==> src/rtl/sha_mine_pkg.sv <==
// Shared types and constants for the nonce search controller.
// State encoding, data widths and default hash-stage latency.
package sha_mine_pkg;

    localparam int WORD_W           = 32;
    localparam int DIGEST_W         = 256;
    localparam int PIPE_LAT_DEFAULT = 65;

    typedef enum logic [1:0] {
        IDLE,
        RUN,
        DRAIN,
        FOUND
    } state_t;

endpackage

==> src/rtl/tag_pipe.sv <==
// Fixed-depth delay line of {valid, data} tags that tracks the hash stage.
// Flush or reset clears every valid bit; the data bits are left alone.
module tag_pipe #(
    parameter int DEPTH = 65,
    parameter int W     = 32
) (
    input  logic         clk,
    input  logic         rst_n,
    input  logic         flush,
    input  logic         in_valid,
    input  logic [W-1:0] in_data,
    output logic         out_valid,
    output logic [W-1:0] out_data,
    output logic         any_valid
);

    logic [DEPTH-1:0] valid_q;
    logic [W-1:0]     data_q [DEPTH];

    // Valid bits shift one stage per cycle; flush wipes them all.
    always_ff @(posedge clk or negedge rst_n) begin
        if (!rst_n) begin
            valid_q <= '0;
        end else if (flush) begin
            valid_q <= '0;
        end else begin
            valid_q <= {valid_q[DEPTH-2:0], in_valid};
        end
    end

    // Tag payload follows the valid bits; it is only meaningful when valid.
    always_ff @(posedge clk) begin
        data_q[0] <= in_data;
        for (int i = 1; i < DEPTH; i++) begin
            data_q[i] <= data_q[i-1];
        end
    end

    assign out_valid = valid_q[DEPTH-1];
    assign out_data  = data_q[DEPTH-1];
    assign any_valid = |valid_q;

endmodule

==> src/rtl/nonce_search_ctrl.sv <==
// Issues consecutive nonces to a fixed-latency hash stage and reports
// the lowest-index nonce whose digest falls below the target.
module nonce_search_ctrl
    import sha_mine_pkg::*;
#(
    parameter int PIPE_LAT = PIPE_LAT_DEFAULT
) (
    input  logic                clk,
    input  logic                rst_n,
    input  logic                start,
    input  logic                abort,
    input  logic [DIGEST_W-1:0] base_nonce,
    input  logic [DIGEST_W-1:0] target,
    input  logic [WORD_W-1:0]   max_count,
    output logic [DIGEST_W-1:0] hash_nonce,
    input  logic [DIGEST_W-1:0] hash_digest,
    output logic                found_valid,
    input  logic                found_ready,
    output logic [DIGEST_W-1:0] found_nonce,
    output logic [DIGEST_W-1:0] found_digest,
    output logic                busy,
    output logic                done,
    output logic                exhausted
);

    state_t              state, state_n;
    logic [WORD_W-1:0]   idx, max_q;
    logic [DIGEST_W-1:0] base_q, target_q;
    logic                cmp_valid, hit_q;
    logic                tag_v, pipe_any;
    logic [WORD_W-1:0]   tag_idx;
    logic                issue, load, flush, keep, hit_now;
    logic                drain_done, ack_done;

    assign busy  = (state != IDLE);
    assign load  = (state == IDLE) && (state_n == RUN);
    assign issue = (state == RUN) && (idx < max_q) && !hit_q && !abort;
    assign keep  = (state_n == RUN) || (state_n == DRAIN);
    assign flush = abort
                 || (((state == FOUND) || (state == DRAIN))
                     && (state_n != state));
    assign hit_now = ((state == RUN) || (state == DRAIN)) && keep
                   && tag_v && !hit_q && (hash_digest < target_q);

    tag_pipe #(
        .DEPTH (PIPE_LAT),
        .W     (WORD_W)
    ) u_tags (
        .clk       (clk),
        .rst_n     (rst_n),
        .flush     (flush),
        .in_valid  (issue),
        .in_data   (idx),
        .out_valid (tag_v),
        .out_data  (tag_idx),
        .any_valid (pipe_any)
    );

    // State register.
    always_ff @(posedge clk or negedge rst_n) begin
        if (!rst_n) state <= IDLE;
        else        state <= state_n;
    end

    // Next-state decode; abort overrides every other transition.
    always_comb begin
        state_n    = state;
        drain_done = 1'b0;
        ack_done   = 1'b0;
        unique case (state)
            IDLE: begin
                if (start) state_n = RUN;
            end
            RUN: begin
                if (hit_q)               state_n = FOUND;
                else if (idx >= max_q)   state_n = DRAIN;
            end
            DRAIN: begin
                if (hit_q) begin
                    state_n = FOUND;
                end else if (!pipe_any && !cmp_valid) begin
                    state_n    = IDLE;
                    drain_done = 1'b1;
                end
            end
            FOUND: begin
                if (found_valid && found_ready) begin
                    state_n  = IDLE;
                    ack_done = 1'b1;
                end
            end
            default: state_n = IDLE;
        endcase
        if (abort) begin
            state_n    = IDLE;
            drain_done = 1'b0;
            ack_done   = 1'b0;
        end
    end

    // Search datapath: issue, compare stage, result capture and status.
    always_ff @(posedge clk or negedge rst_n) begin
        if (!rst_n) begin
            idx          <= '0;
            max_q        <= '0;
            base_q       <= '0;
            target_q     <= '0;
            hash_nonce   <= '0;
            cmp_valid    <= 1'b0;
            hit_q        <= 1'b0;
            found_valid  <= 1'b0;
            found_nonce  <= '0;
            found_digest <= '0;
            done         <= 1'b0;
            exhausted    <= 1'b0;
        end else begin
            if (load) begin
                base_q   <= base_nonce;
                target_q <= target;
                max_q    <= max_count;
                idx      <= '0;
            end
            if (issue) begin
                hash_nonce <= base_q + DIGEST_W'(idx);
                idx        <= idx + WORD_W'(1);
            end
            cmp_valid <= keep && tag_v;
            hit_q     <= hit_now;
            if (hit_now) begin
                found_nonce  <= base_q + DIGEST_W'(tag_idx);
                found_digest <= hash_digest;
            end
            found_valid <= (state_n == FOUND);
            done        <= drain_done || ack_done;
            if (load || ack_done) exhausted <= 1'b0;
            else if (drain_done)  exhausted <= 1'b1;
        end
    end

endmodule

==> config.mk <==
export PLATFORM = sky130hd
export DESIGN_NAME = nonce_search_ctrl
export DESIGN_NICKNAME = d
export VERILOG_FILES = /design/src/rtl/sha_mine_pkg.sv /design/src/rtl/tag_pipe.sv /design/src/rtl/nonce_search_ctrl.sv
export SDC_FILE = /design/constraint.sdc
export NUM_CORES = 2
export LEC_CHECK = 0
export CORE_AREA = 2 2 615 617
export DETAILED_ROUTE_END_ITERATION = 16
export DIE_AREA = 0 0 617 619
export GPL_ROUTABILITY_DRIVEN = 0
export PLACE_DENSITY = 0.54
export RECOVER_POWER = 50
export SLEW_MARGIN = 30
export SYNTH_ARGS = -nofsm -noshare
export SYNTH_HDL_FRONTEND = slang
export SYNTH_SLANG_ARGS = --single-unit
==> constraint.sdc <==
create_clock -name clk -period 7.94 [get_ports clk]
set_input_delay 1.588 -clock clk [delete_from_list [all_inputs] [get_ports clk]]
set_output_delay 1.588 -clock clk [all_outputs]
set_load 0.005 [all_outputs]
==> summary.md <==
| Metric | Value |
|---|---|
| Reg2reg end | `found_nonce[255]` |
| Detailed Route WL | `501,400 um` |
| Most used cell, CP | `nand2_1` |
| Hold WS | `0.2463 ns` |
| Failing checks | `max-capacitance violations, max-slew violations` |
| Clk pin slew, worst setup/hold paths | `0.07 ns` |
| Initial antenna violation count | `168` |
| PD cells | `335.0 mW/mm2` |
| Layout area overhead | `29.73%` |
| Register area share after synthesis | `0.6684` |
| Clock skew | `0.1591 ns` |
| Status | `complete, but fails checks` |
| FF-to-FF Start | `base_q[39]` |
| Hold buffer count at cts | `0` |
| Crit Path Max Fanout | `10` |
| I/O pin cnt | `1,577` |
| Net count, final | `12.64k` |
| Post-detail-place hpwl | `393,700 um` |
| Tot Pwr | `50.11 mW` |
| Die Span Y | `619 um` |
| Share of cells above drive strength 1 | `0.1096` |
| Drt wl/cell | `29.70 um` |
| Flops & latches, synth | `3,496` |
| Most frequent cells in the layout | `dfxtp_1 (2,080), nand2_1 (1,589), clkdlybuf4s50_1 (1,575), dfrtp_1 (1,415), o21ai_0 (675)` |
| Initial core utilization | `0.3078` |
| # port buffers | `1,576` |
| Total negative slack | `0 ns` |
| Post-CTS Setup Inserts | `0` |
| Setup CP Type | `flip-flop to flip-flop` |
| Ordered cell list for the critical path | `and4_1 -> nand2_1 -> nor4_1 -> nand4_1 -> buf_4 -> nor3_1 -> nand2_1 -> nor2_1 -> nand2_1 -> xnor2_1 -> mux2_2` |
| Asr flop ratio synth | `0.4050` |
| Die area | `0.3819 mm2` |
| Core Rows | `225` |
| Synthesized area per cell | `11.68 um2` |
| Clock Sink Count | `3,496` |
| Hold Path Class | `flip-flop to flip-flop` |
| CP arrival | `7.07 ns` |
| Worst Path Required | `8.78 ns` |
| Via count | `81.85k` |
| Root buffer cell | `clkbuf_16` |
| Hold Fails Final Rpt | `0` |
| Commonest non-fill, non-tap cell in the layout | `dfxtp_1` |
| TritonCTS Buffers | `359` |
| GR Util All Layers | `0.2553` |
| R2r setup slk | `1.71 ns` |
| Die X | `617 um` |
| Syn Inst Count | `9,871` |
| Synth Net Count | `11.04k` |
| Crit. Startpoint | `base_q[39]` |
| R2r worst-path depth | `11` |
| Fin crit share | `0.7845` |
| Max-slew violations | `458` |
| Hold path depth | `0` |
| Vias in the first global route | `79.86k` |
| Core ar. | `0.3747 mm2` |
| Antenna-violating nets left | `0` |
| Worst-Skew Late Latency | `1.01 ns` |
| # setup viols final | `0` |
| First-pass GRT wire length | `669,700 um` |
| RSZ-0062 raised after global routing | `false` |
| Synthesized cell area | `0.1153 mm2` |
| Global route total overflow | `0` |
| H-Tree Depth | `5` |
| Number of synthesized flops with an enable pin | `0` |
| Buf/Inv on CP | `1` |
| Main flop type after synthesis | `dfxtp_1` |
| F_max | `0.1606 GHz` |
| Vias per inst | `4.848` |
| Leak | `63.83 nW` |
| Tmin final | `6.229 ns` |
| CP peak stage delay | `0.85 ns` |
| CP max stage cell | `nor4_1` |
| Pre-antenna DRT Iters | `9` |
| Relative slew slack | `-2.527` |
| Iter 0 DRT Violations | `8,258` |
| CTS tree | `yes` |
| Max Cap Violations | `7` |
| Stages on the worst setup path | `11` |
| Worst vdd ir | `0.0002273 V` |
| YS warnings | `0` |
| Critical Path Start Type | `flip-flop` |
| Drt drc | `0` |
| Critical Path End | `found_nonce[255]` |
| Max Buffers Root-to-Sink | `4` |
| Largest net degree at the start of global routing | `204` |
| Post-cts sizing count | `0` |
| Crit end category | `flip-flop` |
| Largest delay contributor family on the critical path | `simple AND/OR/NAND/NOR gates` |
| Slew @ Worst Pin | `5.290 ns` |
| Cell variety after synth | `79` |
-- registers in the layout (all words and copies together), names as in the netlist, 2 cells and up --
| name | flops |
|---|---|
| found_nonce | 256 |
| idx | 32 |
| base_q | 256 |
| found_digest | 256 |
| state | 2 |
| target_q | 256 |
| u_tags.valid_q | 65 |
| max_q | 32 |
| u_tags.data_q | 2080 |
| hash_nonce | 256 |
-- worst reg2reg max path, delay by kind of cell, from the launching register on --
family	cells	cell delay, ns
simple gates	8	4.08
flops	1	0.65
buf+inv	1	0.39
mux	1	0.30
xor+xnor	1	0.76
-- routing by layer --
metal | GRT usage | wire, um | part of all wire
met4 | 0.2016 | 45610 | 0.091
met2 | 0.3964 | 223700 | 0.45
met1 | 0.2893 | 182900 | 0.36
met5 | 0 | 595 | 0.0012
met3 | 0.08391 | 48630 | 0.097
-- final cells by class --
class                           count  area [um2]
Clock buffer                      514       10750
Multi-Input combinational cell   5556       35250
Inverter                          342        1291
Clock inverter                    134        1569
Tap cell                         4994        6248
Fill cell                       36220      225100
Antenna cell                      131       327.8
Sequential cell                  3496       77080
Timing Repair Buffer             1715       17080
-- synth_stat cells, drive strengths merged, types with 7 or more instances --
library cell | n | area, um2
dfxtp | 2080 | 41640
nand2 | 1592 | 5986
dfrtp | 1416 | 35430
o21ai | 683 | 3418
mux2 | 513 | 5777
clkbuf | 374 | 1405
ha | 359 | 4492
inv | 342 | 1284
nor2 | 328 | 1231
xnor2 | 311 | 2724
nand3 | 245 | 1231
nor3 | 230 | 1172
nand4 | 202 | 1264
xor2 | 194 | 1699
a21oi | 156 | 780.8
and3 | 108 | 676.9
nor4 | 104 | 663.1
and2 | 103 | 644.4
buf | 103 | 494.2
a21o | 75 | 563.0
and4 | 47 | 411.6
nor2b | 28 | 175.2
a211oi | 26 | 195.2
or3 | 24 | 150.1
nand2b | 22 | 137.6
or4 | 21 | 165.2
o21a | 19 | 142.6
o211ai | 18 | 135.1
or2 | 18 | 112.6
o31ai | 17 | 127.6
a211o | 9 | 78.83
a2111oi | 8 | 70.07
a31oi | 8 | 50.05
nor3b | 8 | 60.06
a221oi | 7 | 61.31
-- where the power goes --
part / internal [mW] / switching, mW
Combinational: 3.97 / 6.35
Clock: 10.0 / 7.32
Sequential: 19.8 / 2.57
Total: 33.9 / 16.2
-- through the flow --
step                      area [um2]  instances    util  setup WS [ns]
after floorplan               115300       9871       -          3.249
after global placement        137000      16100  0.3655          1.408
after detailed placement      137000      16100  0.3657          1.424
after CTS                     149300      16750  0.3985          1.980
after global routing          149500      16850  0.3990          1.040
final                         149600      16880  0.3992          1.711
-- how the worst min path moves through the flow --
stage,startpoint,end
floorplan,u_tags.data_q[0][0],u_tags.data_q[0][32]
global placement,u_tags.data_q[4][9],u_tags.data_q[4][41]
detailed placement,u_tags.data_q[15][31],u_tags.data_q[15][63]
CTS,u_tags.data_q[11][42],u_tags.data_q[12][10]
global route,u_tags.data_q[16][7],u_tags.data_q[16][39]
finish,u_tags.data_q[16][7],u_tags.data_q[16][39]
-- kinds of logic after synthesis --
logic type	Yosys count	synth area share
simple gates	3101	0.1236
compound gates	1070	0.05211
fa+ha+maj	361	0.03930
xor+xnor	505	0.03836
flops	3496	0.6684
mux	519	0.05062
buf+inv	819	0.02760
Note: power is estimated with default switching activity, not from simulation.
